`src/rtl/lsu_sequencer_if.sv`:
```
// ---------------------------------------------------------------------------
// lsu_sequencer_if
//   Parallel memory request/acknowledge bus between the load/store
//   sequencer (master) and the memory side (slave).
//
//   mem_req   master->slave  request, held until mem_ack
//   mem_we    master->slave  write enable, valid with mem_req
//   mem_wstrb master->slave  byte strobes, valid with mem_req (0000 on loads)
//   mem_ack   slave->master  completion; read data stays stable until the
//                            next request
// ---------------------------------------------------------------------------
interface lsu_sequencer_if;
    logic       mem_req;
    logic       mem_we;
    logic [3:0] mem_wstrb;
    logic       mem_ack;

    modport master (
        output mem_req,
        output mem_we,
        output mem_wstrb,
        input  mem_ack
    );

    modport slave (
        input  mem_req,
        input  mem_we,
        input  mem_wstrb,
        output mem_ack
    );
endinterface

```
`src/rtl/lsu_sequencer.sv`:
```
// ---------------------------------------------------------------------------
// lsu_sequencer
//   Bit-serial load/store control stage sitting directly upstream of the
//   data serialiser. Walks the serialiser through address capture, store
//   data shift-in, the parallel memory handshake and load data shift-out,
//   and aborts misaligned accesses before any memory request is made.
//
// Parameters
//   TIMEOUT_CYCLES  request cycles to wait for mem_ack before bus_err
//                   (0 = wait forever)
//
// Ports
//   clk, rst              clock (rising edge), async active-high reset
//   start                 one-cycle access request, ignored while busy
//   is_store, func        access type and funct3, sampled with start
//   addr_bit, store_bit   serial address / rs2 bits, LSB first
//   ser_bit_pos           current bit position (the 5-bit counter)
//   ser_mode              1 while the serialiser captures the address
//   ser_func              latched funct3
//   ser_data_in_bit       serial bit steered into the serialiser
//   ser_data_out_bit      serial load bit from the serialiser
//   ser_misaligned        misalignment flag from the serialiser
//   mem                   memory request bus (master side)
//   load_bit, load_valid  serial load result to the core, LSB first
//   busy                  high whenever not idle
//   done                  one-cycle pulse on successful completion
//   misaligned_err        one-cycle pulse on misaligned abort
//   bus_err               one-cycle pulse on request timeout
// ---------------------------------------------------------------------------
module lsu_sequencer #(
    parameter int unsigned TIMEOUT_CYCLES = 255
) (
    input  logic            clk,
    input  logic            rst,

    input  logic            start,
    input  logic            is_store,
    input  logic [2:0]      func,
    input  logic            addr_bit,
    input  logic            store_bit,

    output logic [4:0]      ser_bit_pos,
    output logic            ser_mode,
    output logic [2:0]      ser_func,
    output logic            ser_data_in_bit,
    input  logic            ser_data_out_bit,
    input  logic            ser_misaligned,

    lsu_sequencer_if.master mem,

    output logic            load_bit,
    output logic            load_valid,
    output logic            busy,
    output logic            done,
    output logic            misaligned_err,
    output logic            bus_err
);

    // Wide enough to count up to TIMEOUT_CYCLES-1; at least one bit so the
    // disabled-timeout build still elaborates.
    localparam int unsigned TW = (TIMEOUT_CYCLES > 1) ? $clog2(TIMEOUT_CYCLES + 1) : 1;

    typedef enum logic [3:0] {
        S_IDLE,
        S_ADDR,
        S_SDATA,
        S_SREQ,
        S_LREQ,
        S_LDATA,
        S_DONE,
        S_ERR,
        S_TERR
    } state_t;

    state_t          state;
    logic [4:0]      cnt;
    logic [TW-1:0]   tcnt;
    logic [2:0]      func_q;
    logic            store_q;
    logic [1:0]      addr_lo;

    logic            last_bit;
    logic            timeout_hit;

    assign ser_bit_pos = cnt;
    assign ser_func    = func_q;
    assign last_bit    = (cnt == 5'd31);

    // tcnt counts waiting cycles already spent; the cycle in which it reads
    // TIMEOUT_CYCLES-1 is the last one allowed, so the timeout fires after
    // exactly TIMEOUT_CYCLES request cycles without an ack.
    assign timeout_hit = (TIMEOUT_CYCLES != 0) && (32'(tcnt) == TIMEOUT_CYCLES - 1);

    // Byte strobes from access size (func[1:0]) and the captured low address
    // bits. Anything wider than a half is treated as a full word.
    function automatic logic [3:0] strb_for(input logic [1:0] sz, input logic [1:0] lo);
        logic [3:0] s;
        case (sz)
            2'b00:   s = 4'b0001 << lo;
            2'b01:   s = 4'b0011 << {lo[1], 1'b0};
            default: s = 4'b1111;
        endcase
        return s;
    endfunction

    // Serial input steering: address bits while capturing, rs2 bits while
    // shifting store data, quiet otherwise.
    always_comb begin
        ser_data_in_bit = 1'b0;
        if (state == S_ADDR)
            ser_data_in_bit = addr_bit;
        else if (state == S_SDATA)
            ser_data_in_bit = store_bit;
    end

    // load_valid is registered and high only in LDATA, so it gates the
    // serialiser output directly.
    assign load_bit = load_valid & ser_data_out_bit;

    always_ff @(posedge clk or posedge rst) begin
        if (rst) begin
            state          <= S_IDLE;
            cnt            <= 5'd0;
            tcnt           <= '0;
            func_q         <= 3'b000;
            store_q        <= 1'b0;
            addr_lo        <= 2'b00;
            ser_mode       <= 1'b0;
            mem.mem_req    <= 1'b0;
            mem.mem_we     <= 1'b0;
            mem.mem_wstrb  <= 4'b0000;
            load_valid     <= 1'b0;
            busy           <= 1'b0;
            done           <= 1'b0;
            misaligned_err <= 1'b0;
            bus_err        <= 1'b0;
        end else begin
            // Status pulses last exactly one cycle.
            done           <= 1'b0;
            misaligned_err <= 1'b0;
            bus_err        <= 1'b0;

            case (state)
                S_IDLE: begin
                    if (start) begin
                        state    <= S_ADDR;
                        cnt      <= 5'd0;
                        store_q  <= is_store;
                        func_q   <= func;
                        ser_mode <= 1'b1;
                        busy     <= 1'b1;
                    end
                end

                S_ADDR: begin
                    cnt <= cnt + 5'd1;
                    // Only the two low address bits matter here (strobes);
                    // the full address lives in the serialiser.
                    if (cnt[4:1] == 4'd0)
                        addr_lo[cnt[0]] <= addr_bit;
                    if (last_bit) begin
                        cnt      <= 5'd0;
                        ser_mode <= 1'b0;
                        if (ser_misaligned) begin
                            state          <= S_ERR;
                            misaligned_err <= 1'b1;
                        end else if (store_q) begin
                            state <= S_SDATA;
                        end else begin
                            state         <= S_LREQ;
                            tcnt          <= '0;
                            mem.mem_req   <= 1'b1;
                            mem.mem_we    <= 1'b0;
                            mem.mem_wstrb <= 4'b0000;
                        end
                    end
                end

                S_SDATA: begin
                    cnt <= cnt + 5'd1;
                    if (last_bit) begin
                        state         <= S_SREQ;
                        cnt           <= 5'd0;
                        tcnt          <= '0;
                        mem.mem_req   <= 1'b1;
                        mem.mem_we    <= 1'b1;
                        mem.mem_wstrb <= strb_for(func_q[1:0], addr_lo);
                    end
                end

                S_SREQ, S_LREQ: begin
                    // Ack is checked first so it wins over a same-cycle timeout.
                    if (mem.mem_ack) begin
                        mem.mem_req   <= 1'b0;
                        mem.mem_we    <= 1'b0;
                        mem.mem_wstrb <= 4'b0000;
                        cnt           <= 5'd0;
                        if (state == S_SREQ) begin
                            state <= S_DONE;
                            done  <= 1'b1;
                        end else begin
                            state      <= S_LDATA;
                            load_valid <= 1'b1;
                        end
                    end else if (timeout_hit) begin
                        state         <= S_TERR;
                        bus_err       <= 1'b1;
                        cnt           <= 5'd0;
                        mem.mem_req   <= 1'b0;
                        mem.mem_we    <= 1'b0;
                        mem.mem_wstrb <= 4'b0000;
                    end else begin
                        tcnt <= tcnt + TW'(1);
                    end
                end

                S_LDATA: begin
                    cnt <= cnt + 5'd1;
                    if (last_bit) begin
                        state      <= S_DONE;
                        cnt        <= 5'd0;
                        load_valid <= 1'b0;
                        done       <= 1'b1;
                    end
                end

                S_DONE, S_ERR, S_TERR: begin
                    state <= S_IDLE;
                    cnt   <= 5'd0;
                    busy  <= 1'b0;
                end

                default: begin
                    state         <= S_IDLE;
                    cnt           <= 5'd0;
                    ser_mode      <= 1'b0;
                    mem.mem_req   <= 1'b0;
                    mem.mem_we    <= 1'b0;
                    mem.mem_wstrb <= 4'b0000;
                    load_valid    <= 1'b0;
                    busy          <= 1'b0;
                end
            endcase
        end
    end

endmodule
```
`src/flat_wrapper.sv`:
```
// flat-port wrapper written by rule: the top's interface ports become plain ports
module lsu_sequencer_flat 
#(
    parameter int unsigned TIMEOUT_CYCLES = 255
)
  (clk, rst, start, is_store, func, addr_bit, store_bit, ser_bit_pos, ser_mode, ser_func, ser_data_in_bit, ser_data_out_bit, ser_misaligned, load_bit, load_valid, busy, done, misaligned_err, bus_err, mem_mem_req, mem_mem_we, mem_mem_wstrb, mem_mem_ack);
  lsu_sequencer_if mem_i ();
  input  logic clk;
  input  logic rst;
  input  logic start;
  input  logic is_store;
  input  logic [2:0] func;
  input  logic addr_bit;
  input  logic store_bit;
  output logic [4:0] ser_bit_pos;
  output logic ser_mode;
  output logic [2:0] ser_func;
  output logic ser_data_in_bit;
  input  logic ser_data_out_bit;
  input  logic ser_misaligned;
  output logic load_bit;
  output logic load_valid;
  output logic busy;
  output logic done;
  output logic misaligned_err;
  output logic bus_err;
  output wire logic [$bits(mem_i.mem_req)-1:0] mem_mem_req;
  output wire logic [$bits(mem_i.mem_we)-1:0] mem_mem_we;
  output wire logic [$bits(mem_i.mem_wstrb)-1:0] mem_mem_wstrb;
  input wire logic [$bits(mem_i.mem_ack)-1:0] mem_mem_ack;
  assign mem_mem_req = mem_i.mem_req;
  assign mem_mem_we = mem_i.mem_we;
  assign mem_mem_wstrb = mem_i.mem_wstrb;
  assign mem_i.mem_ack = mem_mem_ack;
  lsu_sequencer #(.TIMEOUT_CYCLES(TIMEOUT_CYCLES)) u_core (.clk(clk), .rst(rst), .start(start), .is_store(is_store), .func(func), .addr_bit(addr_bit), .store_bit(store_bit), .ser_bit_pos(ser_bit_pos), .ser_mode(ser_mode), .ser_func(ser_func), .ser_data_in_bit(ser_data_in_bit), .ser_data_out_bit(ser_data_out_bit), .ser_misaligned(ser_misaligned), .mem(mem_i), .load_bit(load_bit), .load_valid(load_valid), .busy(busy), .done(done), .misaligned_err(misaligned_err), .bus_err(bus_err));
endmodule
```
`config.mk`:
```
export PLATFORM = sky130hd
export DESIGN_NAME = lsu_sequencer_flat
export DESIGN_NICKNAME = d
export VERILOG_FILES = /design/src/rtl/lsu_sequencer_if.sv /design/src/rtl/lsu_sequencer.sv /design/src/flat_wrapper.sv
export SDC_FILE = /design/constraint.sdc
export NUM_CORES = 1
export LEC_CHECK = 0
export CORE_ASPECT_RATIO = 0.9
export CORE_MARGIN = 2
export CORE_UTILIZATION = 30
export DETAILED_ROUTE_END_ITERATION = 10
export DONT_BUFFER_PORTS = 1
export PLACE_DENSITY = 0.5
export SETUP_SLACK_MARGIN = 0.4
export SYNTH_ARGS = -nofsm -noshare
export SYNTH_HDL_FRONTEND = slang
export SYNTH_SLANG_ARGS = --single-unit
```
`constraint.sdc`:
```
create_clock -name clk -period 2.3 [get_ports clk]
set_input_delay 0.46 -clock clk [delete_from_list [all_inputs] [get_ports clk]]
set_output_delay 0.46 -clock clk [all_outputs]
set_load 0.02 [all_outputs]
```
# == After elaboration in Yosys (flattened, before gate mapping) ==
# Index checks and enable logic that the tools add are counted.
# totals
reg_bits,35
mem_bits_rw,0
inputBits,12
rom_bits,0
elab_cells,131
latchBits,0
memories,0
output_inout_bits,22
# op_classes
eq_ne,22
div,0
n_bitwise,5
shift,2
addsub,2
reduce_logical,20
multipliers,0
n_lt_le_gt_ge,2
n_mux,63
# ops
op,n
4-bit two-way mux,13
8-bit two-way mux,6
1-bit two-way mux,25
8-bit one-hot mux with 3 select lines,1
5-bit two-way mux,4
4-bit one-hot mux with 5 select lines,1
4-bit by 3-bit == test with 1-bit output (second input constant),4
4-bit one-hot mux with 4 select lines,1
5-bit one-hot mux with 3 select lines,1
2-bit != test (second input constant),7
5-bit OR reduction,2
8-bit by 1-bit adder with 8-bit output (second input constant),1
4-bit by 2-bit == test with 1-bit output (second input constant),2
8-bit == test (second input constant),1
4-bit logical NOT,2
1-bit one-hot mux with 4 select lines,2
4-bit one-hot mux with 2 select lines,1
2-bit AND reduction,4
7-bit AND reduction,1
7-bit OR reduction,1
2-bit by 1-bit != test with 1-bit output (second input constant),3
1-bit one-hot mux with 3 select lines,2
6-bit AND reduction,1
6-bit OR reduction,1
25 further kinds,29

# == Depth between registers and ports, before layout ==
# depth
depth_word,5
depth_mapped,8
ltp_nobuf,8

# == Worst setup path after synthesis ==
# No wires, ideal clock.
# synth_path
path_type,reg-to-reg
startpoint,reg u_core.cnt[0] (netlist: u_core.ser_bit_pos[0])
endpoint,reg u_core.mem.mem_req
t_arrival_ps,2168
path_stages_with_launch,8
setup_slack_ps,8
setup_ps,125
synth_period_minus_slack_ps,2292
path_cell_list,dfrtp_1 > ha_1 > and3_1 > ha_1 > inv_1 > a32oi_1 > nor4b_4 > mux2_2
# synth_between
elab_chain_len,3
# synth_rtl
item,line,rtl
start: declaration,lsu_sequencer.sv:76,logic [4:0] cnt;
start signal: assignment,lsu_sequencer.sv:156,cnt <= cnt + 5'd1;
start signal: assignment,lsu_sequencer.sv:180,cnt <= cnt + 5'd1;
start signal: assignment,lsu_sequencer.sv:218,cnt <= cnt + 5'd1;
5-bit == test *,lsu_sequencer.sv:87,assign last_bit = (cnt == 5'd31);
2-bit by 1-bit != test with 1-bit output (no source line),--,
6-bit AND reduction (no source line) *,--,
end signal: assignment,lsu_sequencer.sv:129,mem.mem_req <= 1'b0;
end signal: assignment,lsu_sequencer.sv:172,mem.mem_req <= 1'b1;
end signal: assignment,lsu_sequencer.sv:185,mem.mem_req <= 1'b1;
end: declaration,lsu_sequencer_if.sv:19,"output mem_req,"
# Every way passes the cells marked *; elsewhere a longest branch is shown, timed or not.
# A chain may end at the register's enable or synchronous reset.

# == Final worst setup path ==
# layout_path
startpoint,reg u_core.cnt[1] (netlist: u_core.ser_bit_pos[1])
endpoint,reg u_core.mem.mem_wstrb[3]
# layout_between
elab_chain_len,3
# layout_rtl
item,line,rtl
5-bit == test *,lsu_sequencer.sv:87,
2-bit by 1-bit != test with 1-bit output (no source line),--,
6-bit AND reduction (no source line) *,--,
end signal: assignment,lsu_sequencer.sv:187,"mem.mem_wstrb <= strb_for(func_q[1:0], addr_lo);"
end: declaration,lsu_sequencer_if.sv:21,"output mem_wstrb,"
# Marked as above.

==> flow_summary.yaml <==
die:
  die_area_sq_um: 7242
  fp.coreArea_sq_um: 6481
  dieWidth_microns: 89.49
  dieHeight_microns: 80.94
  start_util: 0.3044
  fp-row-count: 28
  ioPinCount: 34
clocking:
  htreeDepth: 2
  cts_buffers: 5
  clk_latency_ps: 290
  path_clk_slew_ps: 80
  root_buffer: "clkbuf_8"
  cts_sinks: 35
  tritoncts: "done"
  cts_buffer_depth: 2
yosys:
  synth_top_area_frac: 0.4439
  synth-edff-count: 0
  syn_area_per_cell_sq_um: 9.578
  syn_nets: 223
  synth.area.top_cells: "dfrtp_1 (44%), mux2_2 (6.3%), o21ai_0 (4.6%)"
  synth-seq-cells: 35
  yosysSeqAreaShare: 0.4439
  synthCells: 206
  synth_common_cells: "dfrtp_1 (35), nor2_1 (18), o21ai_0 (18)"
  synth_area_sq_um: 1973
  synthArstFlopShare: 1.000
  ys_warn_count: 0
  synth.distinct_cells: 47
  ys.flop_type: "dfrtp_1"
  synth_top_cell_by_area: "dfrtp_1"
  yosysMostFrequentCell: "dfrtp_1"
global_route:
  grt_usage: 0.1425
  grt_overflow: 0
  grt_pass1_vias: 1549
  grt_start_max_net_pins: 36
  grt_pass1_wl_microns: 7893
  grt_antenna_before_repair: 0
finish:
  finalNonFillerCells: 328
  num_antenna_cells: 0
  fin_util: 0.4031
  fin_nets: 254
  fillers: 640
  synthToLayoutAreaGrowth_pct: 32.40
  drive_above_1_share: 0.3445
sta:
  setup_viol: 0
  fin_skew_ps: 9.998
  relSlewSlack: 0.6880
  tns_ps: 0
  period_minus_slack_ps: 1910
  worst_pin_slew_ps: 468.0
  holdWs_ps: 162.8
  drv_slew: 0
  fin_crit_sh: 0.8305
  rsz0062_at_grt: "true"
  hold_violations: 0
  max_freq_ghz: 0.5235
setup_path:
  critical_path_class: "reg2reg"
  r2r_cells: 8
  endpoint_kind: "flip-flop"
  reg2reg_slack_ps: 390
  worst-path-max-fanout: 6
  critPathLaunchType: "flip-flop"
  crit-reg2reg-capture: "u_core.mem.mem_wstrb[3]"
  crit_required_ps: 2480
  r2r_start: "u_core.ser_bit_pos[1]"
  crit_arrival_ps: 2090
place:
  place_hpwl_microns: 3322
  dp.cells: 303
  port_buffers: 0
  gp_congestion: 0.7572
detailed_routing:
  wl_per_cell_microns: 15.26
  drt_iter0_drc: 114
  vias_per_cell: 4.963
  drc: 0
  vias: 1628
  wl_microns: 5005
  drt-pass1-iter-count: 4
  drtAntennaViolNets: 0
power_and_ir_drop:
  leakage_nw: 1.127
  p_per_area_nw_per_um2: 1342
  vdd_ir_drop_max_mv: 0.5286
job:
  drv_cap: 0
outcome:
  outcome: "complete, no violations"
worst_hold_path:
  hp-class: "in2async"
## registers in the layout, indices dropped and copies added (netlist names)
signal	count
u_core.mem.mem_wstrb	4
u_core.ser_mode	1
u_core.mem.mem_we	1
u_core.tcnt	8
u_core.bus_err	1
u_core.ser_bit_pos	5
u_core.load_valid	1
u_core.done	1
u_core.mem.mem_req	1
u_core.addr_lo	2
u_core.busy	1
u_core.ser_func	3
u_core.state	4
u_core.misaligned_err	1
u_core.store_q	1
## area by class of cell
cell class / count / area [sq um] / share of cell area
Inverter: 7 / 28.78 / 0.01102
Clock inverter: 2 / 35.03 / 0.01341
Multi-Input combinational cell: 157 / 1204 / 0.4607
Clock buffer: 6 / 82.58 / 0.03161
Timing Repair Buffer: 31 / 269.0 / 0.1030
Tap cell: 90 / 112.6 / 0.04310
Sequential cell: 35 / 880.8 / 0.3372
## worst max path at each step
| stage | from | endpoint | slack, ps | depth (start not counted) |
|---|---|---|---|---|
| 3_3_place_gp | u_core.ser_bit_pos[0] | u_core.mem.mem_wstrb[1] | 210 | 7 |
| 2_1_floorplan | u_core.ser_bit_pos[0] | u_core.mem.mem_req | 230 | 7 |
| 5_1_grt | u_core.ser_bit_pos[0] | u_core.state[2] | 310 | 9 |
| 4_1_cts | u_core.ser_bit_pos[1] | u_core.mem.mem_wstrb[3] | 380 | 8 |
| 3_5_place_dp | u_core.ser_bit_pos[0] | u_core.mem.mem_wstrb[3] | 170 | 7 |
| 6_report | u_core.ser_bit_pos[1] | u_core.mem.mem_wstrb[3] | 390 | 8 |
## layout by cell type, fill, tap and decap left out, types with 2 or more instances in the layout
cell type and instances:
dfrtp_1 31, buf_4 26, nand2_1 17, nor2_1 15
o21ai_0 15, a21oi_1 13, o31ai_1 6, mux2_4 6
inv_1 6, nand2b_1 6, clkbuf_8 6, nand3_1 5
mux2_2 5, a22o_1 4, a31oi_1 4, dfrtp_2 4
nor2b_1 3, nor3b_1 3, nand3b_1 3, o21ai_1 3
ha_1 3, buf_6 3, o21ai_2 2, nor2_2 2
nor3_2 2, xor2_1 2, nor4b_4 2, o21bai_1 2
o32a_1 2, nor2_4 2, o21a_1 2, and3_1 2
ha_4 2
## routing by layer
layer  GRT usage  wire length [microns]  up-vias
met5           0                      0        -
met4     0.04030                     42        0
met3     0.03455                    141        4
met2      0.2200                   2332       25
met1      0.1979                   2489      785
li1            -                      -      814
## worst max-delay path: stages, from the launching register on
cell,delay (ps)
dfrtp_2,390
ha_4,140
and3_4,190
ha_4,150
inv_4,40
a32oi_2,180
nor4b_4,230
buf_6,170
mux2_4,300
## cells by family (layout without fill, tap and decap cells)
family                   Yosys count  after routing  share of synthesized area
AND/OR/NAND/NOR                   75             75                     0.2099
AO/OA/AOI/OAI                     62             63                     0.2054
flip-flops                        35             35                     0.4439
buffers and inverters             15             46                    0.03297
multiplexers                      11             11                    0.06278
adder cells (fa/ha/maj)            5              5                    0.03171
XOR/XNOR                           3              3                    0.01332
## through the flow
step | setup slack (ps) | cell area (sq um) | power (mW)
final | 389.9 | 2613 | 3.505
after global routing | 310.4 | 2613 | 3.747
after CTS | 375.2 | 2450 | 3.236
after detailed placement | 173.5 | 2206 | 2.419
after global placement | 207.9 | 2206 | 2.423
after floorplan | 230.5 | 2019 | 2.049
## what timing repair did
action | in CTS | in global routing
resized for setup | 17 | 17
buffers inserted | 8 | 7
cloned | 0 | 2
pin swaps | 5 | 6
hold buffers | 0 | 0
endpoints found under the setup margin | 12 | 16
## power by group
group | switching, mW | internal, mW
clock network | 0.232 | 0.351
registers | 0.256 | 0.791
logic | 0.945 | 0.931
Note: power is estimated with default switching activity, not from simulation.
